$ cat config.mk
export PLATFORM = sky130hd
export DESIGN_NAME = bypass_scoreboard_flat
export DESIGN_NICKNAME = d
export VERILOG_FILES = /design/src/rtl/bypass_scoreboard_if.sv /design/src/rtl/bypass_scoreboard.sv /design/src/flat_wrapper.sv
export SDC_FILE = /design/constraint.sdc
export NUM_CORES = 1
export LEC_CHECK = 0
export ABC_CLOCK_PERIOD_IN_PS = 2600
export BUFFER_PORTS_ARGS = -buffer_cell sky130_fd_sc_hd__buf_2
export CAP_MARGIN = 20
export CORE_MARGIN = 4
export CORE_UTILIZATION = 46
export CTS_CLUSTER_DIAMETER = 40
export CTS_CLUSTER_SIZE = 40
export DETAILED_ROUTE_END_ITERATION = 8
export GPL_ROUTABILITY_DRIVEN = 0
export PLACE_DENSITY = 0.87
export SETUP_SLACK_MARGIN = 0.1
export SLEW_MARGIN = 25
export SYNTH_ARGS = -nofsm -noshare
export SYNTH_HDL_FRONTEND = slang
export SYNTH_SLANG_ARGS = --single-unit
export TNS_END_PERCENT = 30
$ cat constraint.sdc
create_clock -name clock -period 2.6 [get_ports clock]
set_input_delay 0.13 -clock clock [delete_from_list [all_inputs] [get_ports clock]]
set_output_delay 0.13 -clock clock [all_outputs]
set_load 0.02 [all_outputs]
$ cat src/rtl/bypass_scoreboard_if.sv
// Decode/execute bus between the pipeline and the bypass scoreboard.
interface bypass_scoreboard_if #(
    parameter int unsigned DATA_WIDTH = 32,
    parameter int unsigned REG_BITS   = 5,
    parameter int unsigned STAGES     = 3,
    parameter int unsigned CNT_WIDTH  = 16
);
    localparam int unsigned SELW = $clog2(STAGES + 1);

    // Decode slot tags
    logic                               flush;
    logic                               id_valid;
    logic [REG_BITS-1:0]                id_rs1;
    logic [REG_BITS-1:0]                id_rs2;
    logic                               id_use_rs1;
    logic                               id_use_rs2;
    logic [REG_BITS-1:0]                id_rd;
    logic                               id_wr_en;
    logic                               id_is_load;

    // Stage results and register-file operands for the X instruction
    logic [(STAGES-1)*DATA_WIDTH-1:0]   stage_data;
    logic [DATA_WIDTH-1:0]              ex_rf_a;
    logic [DATA_WIDTH-1:0]              ex_rf_b;

    // Forwarding and interlock results
    logic [DATA_WIDTH-1:0]              ex_op_a;
    logic [DATA_WIDTH-1:0]              ex_op_b;
    logic [SELW-1:0]                    fwd_sel_a;
    logic [SELW-1:0]                    fwd_sel_b;
    logic                               stall;
    logic                               ex_valid;
    logic [CNT_WIDTH-1:0]               stall_count;

    // Pipeline side: supplies tags and data, consumes operands and stall
    modport master (
        output flush, id_valid, id_rs1, id_rs2, id_use_rs1, id_use_rs2,
               id_rd, id_wr_en, id_is_load, stage_data, ex_rf_a, ex_rf_b,
        input  ex_op_a, ex_op_b, fwd_sel_a, fwd_sel_b, stall, ex_valid,
               stall_count
    );

    // Scoreboard side
    modport slave (
        input  flush, id_valid, id_rs1, id_rs2, id_use_rs1, id_use_rs2,
               id_rd, id_wr_en, id_is_load, stage_data, ex_rf_a, ex_rf_b,
        output ex_op_a, ex_op_b, fwd_sel_a, fwd_sel_b, stall, ex_valid,
               stall_count
    );
endinterface

$ cat src/rtl/bypass_scoreboard.sv
// Forwarding and load-use interlock unit: a shifting board of destination
// tags for stages 1..STAGES drives operand bypass into X and the load-use
// stall toward fetch/decode, and counts stall cycles.
module bypass_scoreboard #(
    parameter int unsigned DATA_WIDTH       = 32,
    parameter int unsigned REG_BITS         = 5,
    parameter int unsigned STAGES           = 3,
    parameter int unsigned LOAD_READY_STAGE = 3,
    parameter int unsigned ZERO_REG         = 1,
    parameter int unsigned CNT_WIDTH        = 16
) (
    input  logic                 clock,
    input  logic                 reset,
    bypass_scoreboard_if.slave   bus
);
    localparam int unsigned SELW = $clog2(STAGES + 1);

    typedef struct packed {
        logic                valid;
        logic                wr;
        logic [REG_BITS-1:0] rd;
        logic                load;
    } entry_t;

    typedef struct packed {
        logic                use1;
        logic [REG_BITS-1:0] rs1;
        logic                use2;
        logic [REG_BITS-1:0] rs2;
    } srcTags_t;

    entry_t [STAGES:1]       board;
    srcTags_t                exSrc;
    logic   [STAGES:1]       live;
    logic   [CNT_WIDTH-1:0]  stallCount;

    entry_t                  issueEntry;
    srcTags_t                issueSrc;
    logic                    issue;
    logic                    hazard1;
    logic                    hazard2;
    logic                    shadow1;
    logic                    shadow2;
    logic                    stallNow;

    logic [SELW-1:0]         selA;
    logic [SELW-1:0]         selB;
    logic [DATA_WIDTH-1:0]   opA;
    logic [DATA_WIDTH-1:0]   opB;
    logic                    foundA;
    logic                    foundB;

    // An entry is live when it will really write a register; r0 is ignored when hardwired
    always_comb begin
        live = '0;
        for (int unsigned k = 1; k <= STAGES; k++) begin
            live[k] = board[k].valid && board[k].wr &&
                      !((ZERO_REG != 0) && (board[k].rd == '0));
        end
    end

    // Load-use hazard: the youngest live writer of each source decides; only a load too young to forward stalls
    always_comb begin
        hazard1 = 1'b0;
        hazard2 = 1'b0;
        shadow1 = 1'b0;
        shadow2 = 1'b0;
        for (int unsigned j = 1; j <= STAGES; j++) begin
            if (live[j] && (board[j].rd == bus.id_rs1)) begin
                if (!shadow1 && board[j].load && (j + 1 < LOAD_READY_STAGE)) begin
                    hazard1 = 1'b1;
                end
                shadow1 = 1'b1;
            end
            if (live[j] && (board[j].rd == bus.id_rs2)) begin
                if (!shadow2 && board[j].load && (j + 1 < LOAD_READY_STAGE)) begin
                    hazard2 = 1'b1;
                end
                shadow2 = 1'b1;
            end
        end
        stallNow = bus.id_valid && !bus.flush &&
                   ((bus.id_use_rs1 && hazard1) || (bus.id_use_rs2 && hazard2));
    end

    // Tags entering stage 1; a stalled or flushed decode slot becomes a bubble
    always_comb begin
        issue            = bus.id_valid && !stallNow && !bus.flush;
        issueEntry       = '0;
        issueEntry.valid = 1'b1;
        issueEntry.wr    = bus.id_wr_en;
        issueEntry.rd    = bus.id_rd;
        issueEntry.load  = bus.id_is_load;
        issueSrc         = '0;
        issueSrc.use1    = bus.id_use_rs1;
        issueSrc.rs1     = bus.id_rs1;
        issueSrc.use2    = bus.id_use_rs2;
        issueSrc.rs2     = bus.id_rs2;
    end

    // Operand bypass: the nearest (youngest) live writer in stages 2..STAGES wins
    always_comb begin
        selA   = '0;
        selB   = '0;
        opA    = bus.ex_rf_a;
        opB    = bus.ex_rf_b;
        foundA = 1'b0;
        foundB = 1'b0;
        for (int unsigned k = 2; k <= STAGES; k++) begin
            if (!foundA && exSrc.use1 && live[k] && (board[k].rd == exSrc.rs1)) begin
                foundA = 1'b1;
                selA   = SELW'(k);
                opA    = bus.stage_data[(k-2)*DATA_WIDTH +: DATA_WIDTH];
            end
            if (!foundB && exSrc.use2 && live[k] && (board[k].rd == exSrc.rs2)) begin
                foundB = 1'b1;
                selB   = SELW'(k);
                opB    = bus.stage_data[(k-2)*DATA_WIDTH +: DATA_WIDTH];
            end
        end
    end

    // Board shift, X source tags and saturating stall counter
    always_ff @(posedge clock or posedge reset) begin
        if (reset) begin
            board      <= '0;
            exSrc      <= '0;
            stallCount <= '0;
        end else begin
            board[1] <= issue ? issueEntry : entry_t'('0);
            for (int unsigned k = 2; k <= STAGES; k++) begin
                board[k] <= board[k-1];
            end
            exSrc <= issue ? issueSrc : srcTags_t'('0);
            if (stallNow && (stallCount != '1)) begin
                stallCount <= stallCount + CNT_WIDTH'(1);
            end
        end
    end

    assign bus.stall       = stallNow;
    assign bus.ex_valid    = board[1].valid;
    assign bus.stall_count = stallCount;
    assign bus.fwd_sel_a   = selA;
    assign bus.fwd_sel_b   = selB;
    assign bus.ex_op_a     = opA;
    assign bus.ex_op_b     = opB;

endmodule

$ cat src/flat_wrapper.sv
// flat-port wrapper written by rule: the top's interface ports become plain ports
module bypass_scoreboard_flat 
#(
    parameter int unsigned DATA_WIDTH       = 32,
    parameter int unsigned REG_BITS         = 5,
    parameter int unsigned STAGES           = 3,
    parameter int unsigned LOAD_READY_STAGE = 3,
    parameter int unsigned ZERO_REG         = 1,
    parameter int unsigned CNT_WIDTH        = 16
)
  (clock, reset, bus_flush, bus_id_valid, bus_id_rs1, bus_id_rs2, bus_id_use_rs1, bus_id_use_rs2, bus_id_rd, bus_id_wr_en, bus_id_is_load, bus_stage_data, bus_ex_rf_a, bus_ex_rf_b, bus_ex_op_a, bus_ex_op_b, bus_fwd_sel_a, bus_fwd_sel_b, bus_stall, bus_ex_valid, bus_stall_count);
  bypass_scoreboard_if #(.DATA_WIDTH(DATA_WIDTH), .REG_BITS(REG_BITS), .STAGES(STAGES), .CNT_WIDTH(CNT_WIDTH)) bus_i ();
  input  logic clock;
  input  logic reset;
  input wire logic [$bits(bus_i.flush)-1:0] bus_flush;
  input wire logic [$bits(bus_i.id_valid)-1:0] bus_id_valid;
  input wire logic [$bits(bus_i.id_rs1)-1:0] bus_id_rs1;
  input wire logic [$bits(bus_i.id_rs2)-1:0] bus_id_rs2;
  input wire logic [$bits(bus_i.id_use_rs1)-1:0] bus_id_use_rs1;
  input wire logic [$bits(bus_i.id_use_rs2)-1:0] bus_id_use_rs2;
  input wire logic [$bits(bus_i.id_rd)-1:0] bus_id_rd;
  input wire logic [$bits(bus_i.id_wr_en)-1:0] bus_id_wr_en;
  input wire logic [$bits(bus_i.id_is_load)-1:0] bus_id_is_load;
  input wire logic [$bits(bus_i.stage_data)-1:0] bus_stage_data;
  input wire logic [$bits(bus_i.ex_rf_a)-1:0] bus_ex_rf_a;
  input wire logic [$bits(bus_i.ex_rf_b)-1:0] bus_ex_rf_b;
  output wire logic [$bits(bus_i.ex_op_a)-1:0] bus_ex_op_a;
  output wire logic [$bits(bus_i.ex_op_b)-1:0] bus_ex_op_b;
  output wire logic [$bits(bus_i.fwd_sel_a)-1:0] bus_fwd_sel_a;
  output wire logic [$bits(bus_i.fwd_sel_b)-1:0] bus_fwd_sel_b;
  output wire logic [$bits(bus_i.stall)-1:0] bus_stall;
  output wire logic [$bits(bus_i.ex_valid)-1:0] bus_ex_valid;
  output wire logic [$bits(bus_i.stall_count)-1:0] bus_stall_count;
  assign bus_i.flush = bus_flush;
  assign bus_i.id_valid = bus_id_valid;
  assign bus_i.id_rs1 = bus_id_rs1;
  assign bus_i.id_rs2 = bus_id_rs2;
  assign bus_i.id_use_rs1 = bus_id_use_rs1;
  assign bus_i.id_use_rs2 = bus_id_use_rs2;
  assign bus_i.id_rd = bus_id_rd;
  assign bus_i.id_wr_en = bus_id_wr_en;
  assign bus_i.id_is_load = bus_id_is_load;
  assign bus_i.stage_data = bus_stage_data;
  assign bus_i.ex_rf_a = bus_ex_rf_a;
  assign bus_i.ex_rf_b = bus_ex_rf_b;
  assign bus_ex_op_a = bus_i.ex_op_a;
  assign bus_ex_op_b = bus_i.ex_op_b;
  assign bus_fwd_sel_a = bus_i.fwd_sel_a;
  assign bus_fwd_sel_b = bus_i.fwd_sel_b;
  assign bus_stall = bus_i.stall;
  assign bus_ex_valid = bus_i.ex_valid;
  assign bus_stall_count = bus_i.stall_count;
  bypass_scoreboard #(.DATA_WIDTH(DATA_WIDTH), .REG_BITS(REG_BITS), .STAGES(STAGES), .LOAD_READY_STAGE(LOAD_READY_STAGE), .ZERO_REG(ZERO_REG), .CNT_WIDTH(CNT_WIDTH)) u_core (.clock(clock), .reset(reset), .bus(bus_i));
endmodule
==> flow_metrics.env <==
export IMPL_status="complete, no violations"
export IMPL_clock_skew_ns=0.00556
export IMPL_via_count=3954
export IMPL_synth_seq_area_share_pct=35.1
export IMPL_async_reset_ff_share_pct=100
export IMPL_drt_antenna_violating_nets=0
export IMPL_setup_viol=0
export IMPL_hold_slack_ns=0.0553
export IMPL_grt_first_pass_wirelength_um=18100
export IMPL_numPortBuffers=236
export IMPL_grt_max_degree=39
export IMPL_p_leak_nw=2.61
export IMPL_fmax_ghz=0.413
export IMPL_tns_ns=0
export IMPL_power_density_nw_per_um2=359
export IMPL_slew_violations=0
export IMPL_ys_flop_type="dfrtp_1"
export IMPL_htree_levels=2
export IMPL_synth_commonest_cells="nor2_1, a21oi_1, mux2i_1"
export IMPL_yosysTopAreaCell="dfrtp_1"
export IMPL_yosysWarnings=0
export IMPL_numCtsBuffers=5
export IMPL_crit_path_start_kind="register"
export IMPL_syn_nets=552
export IMPL_postSynthCellCount=400
export IMPL_overflow=0
export IMPL_post_dp_hpwl_um=9860
export IMPL_rows=31
export IMPL_drt_met1_wl_um=4830
export IMPL_synthToLayoutAreaGrowth_pct=47.3
export IMPL_drv_cap=0
export IMPL_die_area_um2=9220
export IMPL_path_clk_slew_ns=0.09
export IMPL_dr_wl_met2_um=6800
export IMPL_vdd_drop_max_mv=0.505
export IMPL_period_share_pct=93.2
export IMPL_regArea_um2=1250
export IMPL_p_total_mw=1.89
export IMPL_yosysMostFrequentCell="nor2_1"
export IMPL_fillerInstances=586
export IMPL_grt_usage_pct=25.1
export IMPL_synth_avg_cell_area_um2=8.91
export IMPL_clockBufferDepth=2
export IMPL_dieWidth_um=96
export IMPL_fin_nets=791
export IMPL_critical_path_class="register to output pin"
export IMPL_hp_class="primary input to register"
export IMPL_start_util_pct=48.1
export IMPL_cp_required_ns=2.47
export IMPL_wl_per_cell_um=18.1
export IMPL_slew_headroom_pct=62.6
export IMPL_clkLatencyLatePin_ns=0.30
export IMPL_hold_viol=0
export IMPL_placed_area_um2=4770
export IMPL_worst_slew_pin_slew_ns=0.560
export IMPL_core_um2=7410
export IMPL_io_pins=237
export IMPL_wl_met3_um=1330
export IMPL_cts_tree="done"
export IMPL_syn_area_um2=3560
export IMPL_root_buffer="clkbuf_8"
export IMPL_arrival_ns=2.29
export IMPL_first_global_vias=3707
export IMPL_rsz0062_at_grt="yes"
export IMPL_top_layer_used="met4"
export IMPL_cts_sinks=50
export IMPL_stdcell_area_um2=5250
export IMPL_synth_cell_types=27
export IMPL_drive_gt1_share_pct=43.9
export IMPL_die_y_um=96
export IMPL_cp_max_fo=17
export IMPL_period_minus_slack_ns=2.42
export IMPL_multiInputGateArea_um2=2150
export IMPL_first_pass_iters=5
export IMPL_drc=0
export IMPL_synth_top_area_share_pct=35.1
export IMPL_viasPerCell=5.33
export IMPL_synth_area_top_cells="dfrtp_1, mux2i_1, xnor2_1"
export IMPL_synth_edf_count=0
export IMPL_wirelength_um=13400
export IMPL_yosys_register_bits=50
export IMPL_cp_end_kind="output pin"
export IMPL_drtIter0Drc=162
export IMPL_antenna_found_initial=1
[power by group]
group / internal [mW] / total (mW) / switching, mW
clock: 0.385 / 0.633 / 0.248
combinational: 0.210 / 0.432 / 0.222
sequential: 0.798 / 0.820 / 0.0225
[area by class of cell]
cell class              instances  share of cell area, %
well taps                      99                   2.36
diodes                          3                  0.143
repair buffers                261                   29.9
multi-input cells             319                   40.9
clock inverters                 3                   1.31
inverters                       2                  0.167
flip-flops and latches         50                   23.8
clock buffers                   5                   1.31
[routing by layer]
metal | track usage, % | vias to the layer above
li1 | - | 1872
met1 | 28.9 | 1820
met2 | 42.8 | 218
met3 | 6.57 | 44
met4 | 13.0 | 0
met5 | 0 | -
[cell families after synthesis]
family / after synthesis / share of synthesized area [%]
and+or+nand+nor: 140 / 19.1
AOI/OAI and AO/OA: 68 / 9.87
muxes: 66 / 18.6
DFF: 50 / 35.1
xor gates and xnor gates: 44 / 10.8
buffers and inverters: 31 / 6.18
adders and majority gates: 1 / 0.351
[cells in the final DEF (no fill, tap or decap), types with 3 or more instances in the layout]
master and instances:
diode_2 3, and3_1 25, buf_4 36, buf_6 4
clkbuf_16 3, and2_1 4, a21oi_1 63, xnor2_1 43
nand2_1 12, buf_12 4, nor2_1 66, and4_1 4
buf_2 212, nand4_1 11, dfrtp_1 50, clkbuf_8 5
nand3_1 7, mux2i_1 63
[critical path, stage by stage (launching register included)]
cell      delay (ns)
dfrtp_1         0.40
or4_4           0.55
o211ai_4        0.23
nor3_2          0.12
buf_6           0.20
mux2i_1         0.14
a21oi_1         0.15
buf_2           0.19
[sequential cells by signal, indices dropped and copies added (netlist names)]
name	count
u_core.board	21
u_core.bus.ex_valid	1
u_core.bus.stall_count	16
u_core.exSrc	12
[path summary, 6_finish.rpt]
check	endpoint	start	slack, ns	cells past startpoint
max reg2reg	u_core.bus.stall_count[1]	u_core.board[2]	0.47	5
min in group asynchronous	u_core.bus.stall_count[6]	reset	0.42	3
max	bus_ex_op_b[2]	u_core.board[17]	0.18	7
max in group asynchronous	u_core.bus.stall_count[14]	reset	1.56	4
min reg2reg	u_core.board[14]	u_core.board[6]	0.40	0
min	u_core.board[1]	bus_id_rd[0]	0.06	2
[per-stage QoR]
stage / cells / util (%) / setup slack [ns]
finish: 742 / 70.8 / 0.176
global route: 740 / 70.7 / 0.0654
CTS: 729 / 68.1 / 0.115
detailed placement: 715 / 64.4 / 0.316
global placement: 715 / 64.4 / 0.330
floorplan: 400 / - / 0.546
[repair_timing]
action	in CTS	in global routing
resized for setup	20	23
endpoints found under the hold margin	34	0
gates cloned	1	5
hold buffers	1	0
setup endpoints to repair	31	60
pin swaps	5	9
setup buffers	4	5
Note: power is estimated with default switching activity, not from simulation.
